**src/rtl/const_div_iter.sv**
```systemverilog
// ---------------------------------------------------------------------------
// const_div_iter
//   Iterative divide-by-constant unit. Produces the quotient and remainder of
//   a WIDTH-bit dividend by the fixed DIVISOR, retiring RADIX_BITS quotient
//   bits per cycle with the recurrence rem' = ({rem, chunk}) mod DIVISOR.
//   Each step uses a compare-subtract ladder against the constants
//   k*DIVISOR (k = 1 .. 2^RADIX_BITS-1); no divider is instantiated.
//
// Optional feature (macro CONST_DIV_SIGNED_EN):
//   defined   - in_signed=1 treats in_data as two's complement. The unit
//               divides the magnitude. The quotient is negated for a negative
//               dividend (truncation toward zero). The remainder carries the
//               dividend sign, so out_rem is RW+1 bits wide.
//   undefined - in_signed is ignored and out_rem is RW bits wide.
//
// Ports
//   clk        in   1      clock, rising edge
//   rst_n      in   1      asynchronous active-low reset
//   in_valid   in   1      dividend valid
//   in_ready   out  1      unit can accept a dividend (IDLE only)
//   in_data    in   WIDTH  dividend
//   in_signed  in   1      dividend is two's complement (signed build only)
//   out_valid  out  1      result valid (DONE)
//   out_ready  in   1      consumer accepts result
//   out_quot   out  WIDTH  quotient
//   out_rem    out  ORW    remainder
//   dbg_state  out  2      FSM state (0 IDLE, 1 BUSY, 2 DONE)
//
// Handshake: a transfer happens on a rising edge where valid and ready are
// both high. The producer holds valid (and data) until that edge; ready never
// depends on valid in the same cycle.
// ---------------------------------------------------------------------------
module const_div_iter #(
    parameter int WIDTH      = 32,
    parameter int DIVISOR    = 5,
    parameter int RADIX_BITS = 2,
    localparam int RW        = $clog2(DIVISOR),
`ifdef CONST_DIV_SIGNED_EN
    localparam int ORW       = RW + 1
`else
    localparam int ORW       = RW
`endif
) (
    input  logic             clk,
    input  logic             rst_n,
    input  logic             in_valid,
    output logic             in_ready,
    input  logic [WIDTH-1:0] in_data,
    input  logic             in_signed,
    output logic             out_valid,
    input  logic             out_ready,
    output logic [WIDTH-1:0] out_quot,
    output logic [ORW-1:0]   out_rem,
    output logic [1:0]       dbg_state
);

    localparam int STEPS = WIDTH / RADIX_BITS;
    localparam int CW    = (STEPS > 1) ? $clog2(STEPS) : 1;
    localparam int TW    = RW + RADIX_BITS;   // width of {rem, chunk}
    localparam int NK    = (1 << RADIX_BITS); // ladder has NK-1 rungs

    typedef enum logic [1:0] {
        IDLE = 2'd0,
        BUSY = 2'd1,
        DONE = 2'd2
    } state_t;

    state_t            state_q, state_d;
    logic [WIDTH-1:0]  shift_q, shift_d;
    logic [WIDTH-1:0]  quot_q,  quot_d;
    logic [RW-1:0]     rem_q,   rem_d;
    logic [CW-1:0]     cnt_q,   cnt_d;
    logic [WIDTH-1:0]  oquot_q, oquot_d;
    logic [ORW-1:0]    orem_q,  orem_d;

    // ------------------------------------------------------------------
    // One radix step: ladder over the constants k*DIVISOR. Because the
    // ladder is monotone the last rung that t clears gives the digit.
    // t < DIVISOR*2^R, so every constant and t fit in TW bits.
    // ------------------------------------------------------------------
    logic [TW-1:0]         t_val;
    logic [TW-1:0]         sub_val;
    logic [TW-1:0]         kd;
    logic [RADIX_BITS-1:0] digit;
    logic [RW-1:0]         rem_step;
    logic [WIDTH-1:0]      quot_step;

    always_comb begin
        t_val   = {rem_q, shift_q[WIDTH-1 -: RADIX_BITS]};
        sub_val = '0;
        digit   = '0;
        kd      = '0;
        for (int k = 1; k < NK; k++) begin
            kd = TW'(k * DIVISOR);
            if (t_val >= kd) begin
                digit   = RADIX_BITS'(k);
                sub_val = kd;
            end
        end
        rem_step  = RW'(t_val - sub_val);
        quot_step = (quot_q << RADIX_BITS) | WIDTH'(digit);
    end

    // ------------------------------------------------------------------
    // Operand capture and result fix-up
    // ------------------------------------------------------------------
    logic [WIDTH-1:0] mag;
    logic [WIDTH-1:0] quot_fix;
    logic [ORW-1:0]   rem_fix;

`ifdef CONST_DIV_SIGNED_EN
    logic neg_q, neg_d;
    logic in_neg;

    // Negating 1<<(WIDTH-1) yields itself, which read unsigned is exactly
    // the required magnitude 2^(WIDTH-1).
    always_comb begin
        in_neg   = in_signed & in_data[WIDTH-1];
        mag      = in_neg ? (WIDTH'(0) - in_data) : in_data;
        quot_fix = neg_q ? (WIDTH'(0) - quot_step) : quot_step;
        rem_fix  = neg_q ? (ORW'(0) - {1'b0, rem_step}) : {1'b0, rem_step};
    end
`else
    logic unused_in_signed;
    assign unused_in_signed = in_signed;

    always_comb begin
        mag      = in_data;
        quot_fix = quot_step;
        rem_fix  = rem_step;
    end
`endif

    // ------------------------------------------------------------------
    // FSM next state and datapath next values
    // ------------------------------------------------------------------
    always_comb begin
        state_d = state_q;
        shift_d = shift_q;
        quot_d  = quot_q;
        rem_d   = rem_q;
        cnt_d   = cnt_q;
        oquot_d = oquot_q;
        orem_d  = orem_q;
`ifdef CONST_DIV_SIGNED_EN
        neg_d   = neg_q;
`endif
        case (state_q)
            IDLE: begin
                if (in_valid) begin
                    state_d = BUSY;
                    shift_d = mag;
                    quot_d  = '0;
                    rem_d   = '0;
                    cnt_d   = CW'(STEPS - 1);
`ifdef CONST_DIV_SIGNED_EN
                    neg_d   = in_neg;
`endif
                end
            end
            BUSY: begin
                shift_d = shift_q << RADIX_BITS;
                quot_d  = quot_step;
                rem_d   = rem_step;
                if (cnt_q == '0) begin
                    // Final step: result (with sign fix-up) lands in the
                    // output registers on the DONE entry edge.
                    state_d = DONE;
                    oquot_d = quot_fix;
                    orem_d  = rem_fix;
                end else begin
                    cnt_d = cnt_q - CW'(1);
                end
            end
            DONE: begin
                if (out_ready) begin
                    state_d = IDLE;
                end
            end
            default: state_d = IDLE;
        endcase
    end

    always_ff @(posedge clk or negedge rst_n) begin
        if (!rst_n) begin
            state_q <= IDLE;
            shift_q <= '0;
            quot_q  <= '0;
            rem_q   <= '0;
            cnt_q   <= '0;
            oquot_q <= '0;
            orem_q  <= '0;
`ifdef CONST_DIV_SIGNED_EN
            neg_q   <= 1'b0;
`endif
        end else begin
            state_q <= state_d;
            shift_q <= shift_d;
            quot_q  <= quot_d;
            rem_q   <= rem_d;
            cnt_q   <= cnt_d;
            oquot_q <= oquot_d;
            orem_q  <= orem_d;
`ifdef CONST_DIV_SIGNED_EN
            neg_q   <= neg_d;
`endif
        end
    end

    assign in_ready  = (state_q == IDLE);
    assign out_valid = (state_q == DONE);
    assign out_quot  = oquot_q;
    assign out_rem   = orem_q;
    assign dbg_state = state_q;

endmodule

```
**config.mk**
```make
export PLATFORM = sky130hd
export DESIGN_NAME = const_div_iter
export DESIGN_NICKNAME = d
export VERILOG_FILES = /design/src/rtl/const_div_iter.sv
export SDC_FILE = /design/constraint.sdc
export NUM_CORES = 1
export LEC_CHECK = 0
export BUFFER_PORTS_ARGS = -buffer_cell sky130_fd_sc_hd__buf_2
export CORE_ASPECT_RATIO = 2
export CORE_MARGIN = 4
export CORE_UTILIZATION = 35
export DETAILED_ROUTE_END_ITERATION = 10
export PLACE_DENSITY = 0.58
export REMOVE_ABC_BUFFERS = 1
export SLEW_MARGIN = 20
export SYNTH_ARGS = -nofsm -noshare
export SYNTH_HDL_FRONTEND = slang
export SYNTH_SLANG_ARGS = --single-unit
```
**constraint.sdc**
```tcl
create_clock -name clk -period 2 [get_ports clk]
set_input_delay 0.2 -clock clk [delete_from_list [all_inputs] [get_ports clk]]
set_output_delay 0.2 -clock clk [all_outputs]
set_load 0.01 [all_outputs]
```
Yosys cells after proc, flatten, opt, wreduce, memory -nomap -nowiden --
Cells that the tools add are included. Widths: inputs -> output; s select.
Storage, ports and cells: bits of input ports 37, output and inout bits 39, register bits 106, word-level logic and storage cells 45
Cells by class: reductions and logical operators 7, $add $sub $neg 2, mux-type cells 19, equality and inequality tests 6, $lt $le $gt $ge 3, bitwise logic cells 1
Operators by type and width (count):
- $pmux 32 s2 | 1
- $pmux 30 s2 | 1
- $mux 32 | 1
- $or 32x2->32 | 1
- $mux 30 | 1
- $mux 3 | 4
- $ge 5x4->1 const B | 2
- $mux 2 | 5
- $mux 4 | 2
- $pmux 4 s2 | 1
- $ne 2x2->1 const B | 3
- $pmux 2 s3 | 1
- $pmux 3 s2 | 1
- $reduce_and 3->1 | 2
- $ge 5x3->1 const B | 1
- $logic_not 4->1 | 1
- $reduce_and 2->1 | 2
- $sub 4x1->4 const B | 1
- $sub 3x3->3 | 1
- $eq 2x1->1 const B | 1
- $eq 2x2->1 const B | 1
- $logic_not 2->1 | 1
- $ne 2x1->1 const B | 1
- $reduce_bool 2->1 | 1
- $mux 1 | 1

Longest topological paths before layout --
Gate-level depths: netlist of run 1.
word-level depth 6, gate-level depth with buffers 9, depth with buffers taken out 9

Worst setup path after synthesis of run 1 --
OpenSTA, ideal clock, no wires.
path kind reg2reg, start register shift_q[31], end register orem_q[1], in the netlist out_rem[1], clock period less this slack 2.137 ns, setup time 0.125 ns, path slack -0.137 ns, cell stages (with the launch flop) 8, path buffers 0, arrival time 2.012 ns, data required time 1.875 ns, cells stage by stage dfrtp_1 > maj3_2 > a221oi_1 > inv_1 > ha_1 > inv_1 > fa_1 > mux2_4
Between the ends: longest elaborated chain between the ends 5, elaborated cells between the ends (all ways) 7, those cells by class 1 x add/sub; 3 x order compare; 3 x mux
RTL lines:
- from (decl) | RTL line 69 | logic [WIDTH-1:0] shift_q, shift_d;
- from (signal assigned) | RTL line 198 | shift_q <= shift_d;
- $ge 5x3->1 | RTL line 95 | if (t_val >= kd) begin
- $mux 3 (3 in series) | RTL line 95
- $sub 3x3->3 (*) | RTL line 100 | rem_step = RW'(t_val - sub_val);
- net rem_fix[1] | RTL line 109 | logic [ORW-1:0] rem_fix;
- to (signal assigned) | RTL line 203 | orem_q <= orem_d;
- to (decl) | RTL line 74 | logic [ORW-1:0] orem_q, orem_d;
The timed path passes the listed nets; every way through them passes the cells marked *. A chain may end at the register's enable or synchronous reset.

Worst setup path after layout of run 1 --
start register rem_q[1], end register orem_q[1], in the netlist out_rem[1]
Between the ends: longest elaborated chain between the ends 5, elaborated cells between the ends (all ways) 7, those cells by class 1 x add/sub; 3 x order compare; 3 x mux
RTL lines:
- from (decl) | RTL line 71 | logic [RW-1:0] rem_q, rem_d;
- from (signal assigned) | RTL line 200 | rem_q <= rem_d;
- $ge 5x3->1 | RTL line 95
- $mux 3 (2 in series) | RTL line 95
- $mux 3 (*) | RTL line 95
- $sub 3x3->3 (*) | RTL line 100
- net rem_fix[1] | RTL line 109
Marked as above.

==> flow_summary.yaml, run 1 <==
worst_setup_path:
  reg2regPathDepth: 8
  cp-start-kind: "flop"
  required_ps: 2230
  worst_setup_path_end_kind: "flop"
  cp.arrival_ps: 2350
  crit_path_max_fanout: 2
  regToRegSetupSlack_ps: -130
  critPathKind: "reg2reg"
clocking:
  root_buffer: "clkbuf_16"
  clkSinkCount: 106
  cts_tree: "yes"
  ctsLongestPathBuffers: 2
  cts_buffers: 9
  clk_latency_ps: 340
  cts.htree.levels: 3
  path_clk_slew_ps: 70
detailed_routing:
  vias_per_cell: 5.01
  antenna_left: 0
  wl_mm: 8.78
  initialDrtViolationCount: 108
  dr.pass1.iters: 4
  avgRoutedWirePerCell_um: 15.0
  vias: 2943
  route.detailed.drc: 0
synth:
  yosys-top-cells-count: "dfrtp_1 (106), o21ai_0 (41), nand2_1 (40), mux2_4 (31)"
  ys_seq_area_frac: 0.588
  synth_area_leaders: "dfrtp_1 (59%), mux2_4 (10%), mux2i_1 (6.7%), a22o_1 (5.8%), o21ai_0 (4.6%)"
  synthesis.area_sq_um: 4510
  synth.top_cell.area_share: 0.588
  ys_types: 33
  synth-main-ff-cell: "dfrtp_1"
  synth_edf_count: 0
  synth_area_leader_cell: "dfrtp_1"
  synth-seq-cells: 106
  yosysWarnings: 0
  async_flop_share: 1.00
  synth_area_per_cell_sq_um: 12.9
  netlist_instances: 350
  yosysMostFrequentCell: "dfrtp_1"
cells_and_area:
  fillers: 1230
  area.growth.synth_to_final_pct: 20.6
  utilization: 0.431
  regArea_sq_um: 2650
  antennaDiodeCount: 0
  fin_nets: 472
  final_layout_size_suffix_gt1_frac: 0.346
  multi_input_area_sq_um: 1710
die:
  core_sq_um: 12600
  start_util: 0.357
  dieArea_sq_um: 14900
  die_w_um: 88.3
  die_h_um: 169
  ios: 76
  placement_rows: 58
power:
  p_sw_mw: 3.23
  intPower_mw: 6.04
  seqPwrFrac: 0.409
  netSwitchingFraction: 0.348
  power_mw: 9.26
  clockPowerShare: 0.178
  p_per_area_nw_per_um2: 1700
  p_leak_nw: 2.83
  p_comb_frac: 0.413
  ir_drop_mv: 0.689
sta:
  period_share: 1.06
  relSlewSlack: 0.592
  finalSetupViolations: 2
  hold_viol: 0
  clock.fmax_mhz: 470
  rsz0062_at_grt: "true"
  worst-slew-pin-transition_ps: 612
  skew_ps: 10.1
  slew_viol_final: 0
  fin_crit_ps: 2130
  timing.hold.ws_ps: 42.2
  setup_slack_ps: -126
placement:
  dp_hpwl_mm: 6.01
  port_buffers: 74
  gp_congestion: 0.748
status:
  status: "finished, violations left"
  violations: "setup timing"
global_routing:
  grt_pass1_vias: 3193
  grt.overflow.total: 0
  grt_pass1_wl_mm: 15.2
  grt_max_degree: 107
  grt_usage: 0.128
  antenna_found_initial: 0
job:
  drv_cap: 0
min_path:
  whs_path_depth: 2
  hold_class: "in2reg"
final timing paths:
kind | start | to
worst max register to register | rem_q[1] | out_rem[1]
worst max-delay path | rem_q[1] | out_rem[1]
worst min register to register | out_quot[1] | out_quot[1]
worst min-delay path | out_ready | dbg_state[1]
min in group asynchronous | rst_n | dbg_state[1]
max in group asynchronous | rst_n | quot_q[2]
layout make-up:
| class | count | area share |
|---|---|---|
| Multi-Input combinational cell | 211 | 0.314 |
| Clock buffer | 10 | 0.0421 |
| Inverter | 10 | 0.00690 |
| Tap cell | 150 | 0.0345 |
| Timing Repair Buffer | 94 | 0.106 |
| Clock inverter | 6 | 0.00897 |
| Sequential cell | 106 | 0.488 |
through the flow:
step	setup slack (ps)	instances	TNS, ps	instance area (sq um)
5_1_grt	-184	587	-610	5440
6_report	-126	587	-197	5440
3_5_place_dp	-230	565	-400	5100
2_1_floorplan	-4000	327	-275630	4370
3_3_place_gp	-113	565	-166	5100
4_1_cts	-83.3	587	-185	5440
critical path: stages (launching register included):
cell and delay, ps:
dfrtp_1 370, inv_2 50, maj3_2 320, a221oi_2 280, inv_1 90, ha_2 180, inv_2 60, fa_1 400
mux2_4 280
cells by family after synthesis:
group / Yosys count / share of synthesized area
flip-flops: 106 / 0.588
AO/OA/AOI/OAI: 85 / 0.126
multiplexers: 62 / 0.172
AND/OR/NAND/NOR: 60 / 0.0619
buffers and inverters: 33 / 0.0386
adder cells (fa/ha/maj): 4 / 0.0125
timing repair:
item | 4_1_cts | 5_1_grt
endpoints found under the setup margin | 2 | 4
hold buffers | 1 | 0
hold endpoints to repair | 106 | 0
pin swaps | 4 | 2
buffers inserted | 5 | 0
gates resized for setup | 4 | 1
state kept, by name, summed over array words and instances, names as in the netlist:
register / count
rem_q: 3
out_quot: 32
shift_q: 32
dbg_state: 2
quot_q: 30
cnt_q: 4
out_rem: 3
power groups by stage:
| stage | clock [mW] | combinational (mW) | sequential (mW) |
|---|---|---|---|
| after floorplan | 0 | 2.25 | 3.86 |
| after global placement | 0 | 3.64 | 3.80 |
| after detailed placement | 0 | 3.76 | 3.84 |
| after CTS | 1.71 | 3.90 | 3.81 |
| after global routing | 1.80 | 4.27 | 3.93 |
| final | 1.65 | 3.83 | 3.79 |
layout by cell type (no fill, tap or decap), drive strengths merged, types with 2 or more instances in the layout:
cell type and count:
a22o 30, ha 2, clkinvlp 3, mux2i 30, o31ai 2, mux2 32
nor2b 5, buf 93, inv 12, a21oi 5, nand2b 2, o21ai 41
a22oi 2, nand2 41, nor2 6, clkbuf 10, dfrtp 106
per-layer routing:
layer / part of all wire / global-route usage
met5: 0 / 0
met4: 0.020 / 0.0480
met3: 0.038 / 0.0283
met2: 0.53 / 0.222
met1: 0.41 / 0.150
Power figures use the tool's default switching activity.
==> run 2: changes to the inputs <==
--- a/config.mk
+++ b/config.mk
@@ -8,9 +8,9 @@
 export BUFFER_PORTS_ARGS = -buffer_cell sky130_fd_sc_hd__buf_2
 export CORE_ASPECT_RATIO = 2
 export CORE_MARGIN = 4
-export CORE_UTILIZATION = 35
+export CORE_UTILIZATION = 39
 export DETAILED_ROUTE_END_ITERATION = 10
-export PLACE_DENSITY = 0.58
+export PLACE_DENSITY = 0.63
 export REMOVE_ABC_BUFFERS = 1
 export SLEW_MARGIN = 20
 export SYNTH_ARGS = -nofsm -noshare
==> run 2 against run 1 <==
Net effect: clock skew down 1.9 ps; highest routed layer unchanged; final area up 1.4%; clock-buffer cell count unchanged; hold slack better by 17 ps; maximum frequency up 2.4%; largest cell class unchanged; register-to-register slack better by 50 ps; first-iteration DRC count up 40%; the run still ends with setup timing left; non-clock buffer count up 6.
==> flow_summary.yaml, run 2 (synthesis gave the netlist of run 1 again) <==
die:
  die_h_um: 160
  dieArea_sq_um: 13400
  core_sq_um: 11300
  ios: 76
  start_util: 0.399
  die_w_um: 84.0
  placement_rows: 55
worst_setup_path:
  worst_setup_path_end_kind: "flop"
  crit_path_max_fanout: 2
  required_ps: 2230
  cp.arrival_ps: 2310
  regToRegSetupSlack_ps: -80
  critPathKind: "reg2reg"
  cp-start-kind: "flop"
sta:
  setup_slack_ps: -77.4
  relSlewSlack: 0.599
  slew_viol_final: 0
  timing.hold.ws_ps: 59.3
  hold_viol: 0
  rsz0062_at_grt: "true"
  fin_crit_ps: 2080
  clock.fmax_mhz: 481
  worst-slew-pin-transition_ps: 602
  period_share: 1.04
  skew_ps: 8.13
  fin_setup_tns_ps: -135
  finalSetupViolations: 4
placement:
  port_buffers: 74
  place_area_sq_um: 5110
  gp_congestion: 0.748
  dp_hpwl_mm: 6.18
  dp_slack_ps: -193
detailed_routing:
  dr.pass1.iters: 4
  wl_mm: 8.66
  initialDrtViolationCount: 151
  avgRoutedWirePerCell_um: 14.8
  antenna_left: 0
  vias_per_cell: 5.02
  vias: 2934
  route.detailed.drc: 0
global_routing:
  grt_usage: 0.137
  grt_pass1_vias: 3117
  antenna_found_initial: 0
  grt_max_degree: 56
  grt.overflow.total: 0
  grt_pass1_wl_mm: 15.0
status:
  status: "finished, violations left"
  violations: "setup timing"
cells_and_area:
  area.growth.synth_to_final_pct: 22.4
  utilization: 0.489
  final_common_cell: "dfrtp_1"
  final_layout_size_suffix_gt1_frac: 0.354
  fillers: 1022
  antennaDiodeCount: 0
  multi_input_area_sq_um: 1720
  final_area_sq_um: 5520
  regArea_sq_um: 2650
  fin_nets: 478
  layout_common_cells: "dfrtp_1 (106), buf_2 (73), o21ai_0 (41)"
clocking:
  ctsLongestPathBuffers: 2
  root_buffer: "clkbuf_16"
  clkSinkCount: 106
  clk_latency_ps: 340
  cts.htree.levels: 3
  cts_tree: "yes"
  path_clk_slew_ps: 70
  cts_buffers: 9
power:
  p_sw_mw: 3.25
  netSwitchingFraction: 0.342
  p_per_area_nw_per_um2: 1720
  clockPowerShare: 0.190
  ir_drop_mv: 0.797
  seqPwrFrac: 0.400
  p_leak_nw: 2.88
  p_comb_frac: 0.410
  intPower_mw: 6.26
job:
  drv_cap: 0
min_path:
  hold_class: "in2reg"
-- run 2: final timing paths --
kind,startpoint,endpoint,depth (start not counted)
hold reg to reg,out_quot[1],out_quot[1],2
setup reg to reg,rem_q[1],out_rem[1],8
setup / recovery,rem_q[1],out_rem[1],8
min in group asynchronous,rst_n,out_quot[30],2
hold / removal,out_ready,dbg_state[1],2
max in group asynchronous,rst_n,shift_q[31],3
-- run 2: final cells by class --
cell class                 count  share of cell area
timing repair buffer         100               0.112
inverter                      10             0.00680
sequential                   106               0.481
multi-input combinational    211               0.311
tap                          142              0.0322
clock buffer                  10              0.0433
clock inverter                 6              0.0132
-- run 2: timing repair --
action                                  CTS  global route
gates resized for setup                   4             1
pin swaps                                 4             3
hold buffers                              1             0
buffers inserted                          8             1
endpoints found under the setup margin    2             5
hold endpoints to repair                 42             0
-- run 2: power groups by stage --
stage / registers [mW] / logic (mW) / clock network, mW
final: 3.80 / 3.90 / 1.81
after global routing: 3.94 / 4.33 / 1.97
after CTS: 3.81 / 3.93 / 1.88
after detailed placement: 3.84 / 3.74 / 0
after global placement: 3.80 / 3.61 / 0
after floorplan: 3.86 / 2.25 / 0
-- run 2: per-layer routing --
layer / part of all wire / up-vias / GRT usage / wire (um)
li1: - / 1413 / - / -
met1: 0.40 / 1440 / 0.157 / 3440
met2: 0.54 / 65 / 0.237 / 4650
met3: 0.041 / 16 / 0.0356 / 358
met4: 0.025 / 0 / 0.0608 / 213
met5: 0 / - / 0 / 0
-- run 2: worst max-delay path, stage by stage (launching register included) --
cell      delay (ps)
dfrtp_1          370
inv_2             40
maj3_2           320
a221oi_4         230
inv_1             80
ha_2             170
inv_2             50
fa_1             430
mux2_4           280
-- run 2: through the flow --
step	cells	power [mW]
floorplan	327	6.11
finish	585	9.51
CTS	584	9.61
detailed placement	559	7.58
global route	585	10.2
global placement	559	7.40
